<file path="src/rtl/button_events.sv">
// Pushbutton conditioner: synchronizes and debounces a raw pin, then emits
// registered press / release / long-press strobes, a clean level and a press count.
module button_events #(
    parameter int DEBOUNCE_CYCLES = 120000,
    parameter int LONG_CYCLES     = 12000000,
    parameter bit ACTIVE_LOW      = 1'b1,
    parameter int COUNT_W         = 8
) (
    input  logic               clk,
    input  logic               rst,
    input  logic               btn_pin,
    output logic               btn_level,
    output logic               press_pulse,
    output logic               release_pulse,
    output logic               long_pulse,
    output logic [COUNT_W-1:0] press_count
);
    localparam int DW = $clog2(DEBOUNCE_CYCLES + 1);
    localparam int HW = $clog2(LONG_CYCLES + 1);
    localparam logic [DW-1:0] DEB_ONE   = DW'(1);
    localparam logic [DW-1:0] DEB_LAST  = DW'(DEBOUNCE_CYCLES - 1);
    localparam logic [HW-1:0] HOLD_LAST = HW'(LONG_CYCLES - 1);
    localparam logic [HW-1:0] HOLD_MAX  = HW'(LONG_CYCLES);

    typedef enum logic [1:0] {IDLE, PRESS_WAIT, HELD, RELEASE_WAIT} state_t;

    state_t             state, state_nx;
    logic               sync1, sync2;
    logic [DW-1:0]      deb_cnt, deb_nx;
    logic [HW-1:0]      hold_cnt, hold_nx;
    logic               level_nx, press_nx, release_nx, long_nx;
    logic [COUNT_W-1:0] count_nx;

    always_ff @(posedge clk) begin
        if (rst) begin
            sync1         <= 1'b0;
            sync2         <= 1'b0;
            state         <= IDLE;
            deb_cnt       <= '0;
            hold_cnt      <= '0;
            btn_level     <= 1'b0;
            press_pulse   <= 1'b0;
            release_pulse <= 1'b0;
            long_pulse    <= 1'b0;
            press_count   <= '0;
        end else begin
            sync1         <= btn_pin ^ ACTIVE_LOW;
            sync2         <= sync1;
            state         <= state_nx;
            deb_cnt       <= deb_nx;
            hold_cnt      <= hold_nx;
            btn_level     <= level_nx;
            press_pulse   <= press_nx;
            release_pulse <= release_nx;
            long_pulse    <= long_nx;
            press_count   <= count_nx;
        end
    end

    always_comb begin
        state_nx = state;
        deb_nx   = deb_cnt;
        case (state)
            IDLE: begin
                if (sync2) begin
                    state_nx = PRESS_WAIT;
                    deb_nx   = DEB_ONE;
                end
            end
            PRESS_WAIT: begin
                if (!sync2) begin
                    state_nx = IDLE;
                    deb_nx   = '0;
                end else if (deb_cnt == DEB_LAST) begin
                    state_nx = HELD;
                    deb_nx   = '0;
                end else begin
                    deb_nx = deb_cnt + 1'b1;
                end
            end
            HELD: begin
                if (!sync2) begin
                    state_nx = RELEASE_WAIT;
                    deb_nx   = DEB_ONE;
                end
            end
            RELEASE_WAIT: begin
                if (sync2) begin
                    state_nx = HELD;
                    deb_nx   = '0;
                end else if (deb_cnt == DEB_LAST) begin
                    state_nx = IDLE;
                    deb_nx   = '0;
                end else begin
                    deb_nx = deb_cnt + 1'b1;
                end
            end
            default: begin
                state_nx = IDLE;
                deb_nx   = '0;
            end
        endcase
    end

    always_comb begin
        level_nx   = btn_level;
        press_nx   = 1'b0;
        release_nx = 1'b0;
        long_nx    = 1'b0;
        count_nx   = press_count;
        hold_nx    = hold_cnt;
        // Hold timer keeps running through a release bounce; saturation makes long fire once.
        if (state == HELD || state == RELEASE_WAIT) begin
            if (hold_cnt != HOLD_MAX)
                hold_nx = hold_cnt + 1'b1;
            long_nx = (hold_cnt == HOLD_LAST);
        end
        if (state == PRESS_WAIT && state_nx == HELD) begin
            level_nx = 1'b1;
            press_nx = 1'b1;
            count_nx = press_count + 1'b1;
            hold_nx  = '0;
        end
        if (state == RELEASE_WAIT && state_nx == IDLE) begin
            level_nx   = 1'b0;
            release_nx = 1'b1;
            hold_nx    = '0;
        end
    end
endmodule

</file>
<file path="config.mk">
export PLATFORM = sky130hd
export DESIGN_NAME = button_events
export DESIGN_NICKNAME = d
export VERILOG_FILES = /design/src/rtl/button_events.sv
export SDC_FILE = /design/constraint.sdc
export NUM_CORES = 1
export LEC_CHECK = 0
export CAP_MARGIN = 20
export CORE_ASPECT_RATIO = 0.7
export CORE_MARGIN = 2
export CORE_UTILIZATION = 35
export CTS_BUF_LIST = sky130_fd_sc_hd__clkbuf_16
export CTS_CLUSTER_DIAMETER = 120
export DETAILED_ROUTE_END_ITERATION = 16
export GPL_TIMING_DRIVEN = 0
export PLACE_DENSITY_LB_ADDON = 0.25
export SETUP_SLACK_MARGIN = 0.02
export SLEW_MARGIN = 40
export SYNTH_ARGS = -nofsm -noshare
export SYNTH_HDL_FRONTEND = slang
export SYNTH_SLANG_ARGS = --single-unit
</file>
<file path="constraint.sdc">
create_clock -name clk -period 3.09 [get_ports clk]
set_input_delay 0.618 -clock clk [delete_from_list [all_inputs] [get_ports clk]]
set_output_delay 0.618 -clock clk [all_outputs]
set_load 0.1 [all_outputs]
</file>
==> reports/qor.txt <==
result of the run = finished, final reports clean
core outline area = 0.00738 mm2
clock network latency to the later pin of the worst-skew pair = 320 ps
fraction of power consumed by the clock network = 52.3%
Setup crit start kind = flip-flop
sum of internal, switching and leakage power = 0.00165 W
Worst EP required = 3290 ps
TritonCTS clock tree = built
number of sinks on the clock net = 57
GRT Overall Usage = 15.3%
worst slew margin relative to its limit = 54.8%
number of warnings printed during yosys synthesis = 0
final net count = 347
top-level port count = 15
number of distinct library cells after synthesis = 47
hold wc startpoint = sync1
setup repair after global routing missed its margin = no
vias in the first global route = 2023
number of levels the H-tree was split into = 3
leakage power = 1.13 nW
antenna violations before repair = 0
hold bufs inserted after CTS = 0
cells resized by post-CTS repair = 0
Die Footprint = 0.00847 mm2
pin slew with the least headroom to its limit = 672 ps
class of the worst hold path = flip-flop to flip-flop
aggregate routed wire length = 5890 um
internal power of the cells = 0.00128 W
commonest non-fill, non-tap cell in the layout = sky130_fd_sc_hd__dfxtp_1
Mapped Area = 0.00271 mm2
postcts setup bufs = 0
pin count of the biggest net entering global routing = 11
Diodes inserted = 0
Syn Nets = 322
area taken by multi-input logic gates = 0.00149 mm2
summed negative setup slack over all endpoints = 0 ps
skew final = 2.62 ps
sequential power share = 45.2%
max-cap viol count = 0
final critical-path required period = 2090 ps
Worst Setup End Kind = flip-flop
critical path data arrival time = 2290 ps
Chip Width = 109 um
TritonCTS Buffers = 9
R2R Path Start = deb_cnt[0]
synthesized instance count = 315
Worst setup startpoint = deb_cnt[0]
via count = 2269
register clock-pin slew on the reported worst setup and hold paths = 50 ps
CTS Root Cell = sky130_fd_sc_hd__clkbuf_16
ratio of total power to cell area = 516 mW/mm2
post-detailed-route DRC marker count = 0
dpl hpwl = 4170 um
count of buffers inserted at the top-level ports = 14
fill count = 717
Congestion Overflow GR = 0
effective utilization at floorplan = 36.7%
part of the total power dissipated in combinational logic = 2.5%
final-report setup violation count = 0
worst setup path category = flip-flop to flip-flop
Detailed Route Iter0 Violations = 123
average detailed-routed wire length per instance = 13.3 um
Chip Height = 77.6 um
post-synthesis register bit count = 57
sw power = 0.000364 W
Layout area overhead = 17.6%
FF/Latch Area = 0.00114 mm2
switching power as a share of total power = 22.1%
most frequent cells in the layout = sky130_fd_sc_hd__dfxtp_1 (57), sky130_fd_sc_hd__nor2_1 (42), sky130_fd_sc_hd__nand2_1 (39)
share of flip-flops with an asynchronous set or reset = 0%
number of max-slew violations in the final report = 0
Top FF cell, synth = sky130_fd_sc_hd__dfxtp_1
fraction of the yosys area taken by sequential cells = 42.1%
CTS Buffer Depth = 2
final hold violation count = 0
final worst path period share = 67.6%
worst IR drop on VDD = 404 uV
highest attainable clock frequency = 478 MHz
Final Wtd Congestion = 0.774
post-detailed-route via-to-cell ratio = 5.12
crit-path max FO = 10
row count = 26
per-instance average area after synthesis = 8.60 um2
remaining number of nets flagged by the antenna check after routing = 0
wire length of the first global-routing pass = 10000 um
share of cells above drive strength 1 = 13.6%
Post-synth EDFFs = 0
number of optimization iterations in the first detailed-route pass = 4
## area by class of cell
class | instances | area share [%]
repair buffers | 14 | 2.51
inverters | 8 | 0.942
well taps | 98 | 3.85
flip-flops and latches | 57 | 35.8
multi-input cells | 239 | 46.6
plain buffers | 11 | 2.00
clock inverters | 7 | 1.18
clock buffers | 9 | 7.07
## registers in the layout, summed over array words and instances, names as in the netlist
register and cells:
press_pulse 1, press_count 8, release_pulse 1, state 2, sync2 1, btn_level 1, hold_cnt 24, long_pulse 1
deb_cnt 17, sync1 1
## per-stage QoR
step / hold WS [ps] / utilization (%) / instances / instance area, um2 / worst slack, ps
global placement: 423 / 40.2 / 427 / 2970 / 751
CTS: 435 / 43.1 / 443 / 3180 / 1010
global route: 469 / 43.2 / 443 / 3190 / 827
floorplan: 414 / - / 315 / 2710 / 942
detailed placement: 420 / 39.5 / 427 / 2920 / 745
finish: 431 / 43.2 / 443 / 3190 / 1000
## cells in the mapped netlist, drive strengths merged, types with 2 or more instances
| cell type | count | share of area, % |
|---|---|---|
| dfxtp | 57 | 42 |
| nor2 | 43 | 6.1 |
| nand2 | 39 | 5.4 |
| nand3 | 30 | 5.5 |
| xor2 | 17 | 5.8 |
| xnor2 | 14 | 4.5 |
| nand4 | 12 | 3.0 |
| nor4 | 10 | 3.1 |
| a21oi | 9 | 1.7 |
| inv | 8 | 1.1 |
| o21ai | 8 | 1.5 |
| nor3 | 7 | 1.3 |
| clkbuf | 6 | 0.88 |
| o311ai | 6 | 1.9 |
| buf | 5 | 1.5 |
| ha | 4 | 1.8 |
| mux2i | 4 | 1.5 |
| nor2b | 4 | 0.92 |
| or3 | 4 | 0.92 |
| and3 | 3 | 0.69 |
| and4 | 3 | 0.97 |
| o211ai | 3 | 1.0 |
| or2 | 3 | 0.69 |
| and2 | 2 | 0.51 |
| and4b | 2 | 0.74 |
| or4 | 2 | 0.69 |
## logic make-up after synthesis
logic type      count (synthesis)  share of synthesized area [%]
compound gates                 30                           7.90
xor+xnor                       31                           10.3
fa+ha+maj                       4                           1.85
flops                          57                           42.1
simple gates                  169                           32.5
buf+inv                        19                           3.46
mux                             5                           1.89
## power by group through the flow
stage / sequential (W) / clock (W) / combinational, W
2_1_floorplan: 0.000766 / 0 / 0.0000213
3_3_place_gp: 0.000758 / 0 / 0.0000435
3_5_place_dp: 0.000758 / 0 / 0.0000420
4_1_cts: 0.000743 / 0.000882 / 0.0000423
5_1_grt: 0.000743 / 0.000919 / 0.0000459
6_report: 0.000743 / 0.000860 / 0.0000417
## worst paths after layout
| path | end | slack (ps) | cells past startpoint |
|---|---|---|---|
| worst max-delay path | press_count[7] | 1000 | 7 |
| worst min-delay path | sync2 | 430 | 1 |
| worst max register to register | press_count[7] | 1000 | 7 |
| worst min register to register | sync2 | 430 | 1 |
## layer usage
layer	GRT usage (%)	share of wire, %
met1	23.2	55
met5	0	0
met2	19.5	40
met4	4.49	0.78
met3	5.71	4.5
## critical path, cell delays in order (launching register included)
cell	delay [ps]
sky130_fd_sc_hd__dfxtp_1	390
sky130_fd_sc_hd__ha_1	230
sky130_fd_sc_hd__and4_1	270
sky130_fd_sc_hd__nand3_1	140
sky130_fd_sc_hd__buf_6	180
sky130_fd_sc_hd__nor4_4	310
sky130_fd_sc_hd__nand3_1	130
sky130_fd_sc_hd__mux2_1	320
Note: power is estimated with default switching activity, not from simulation.
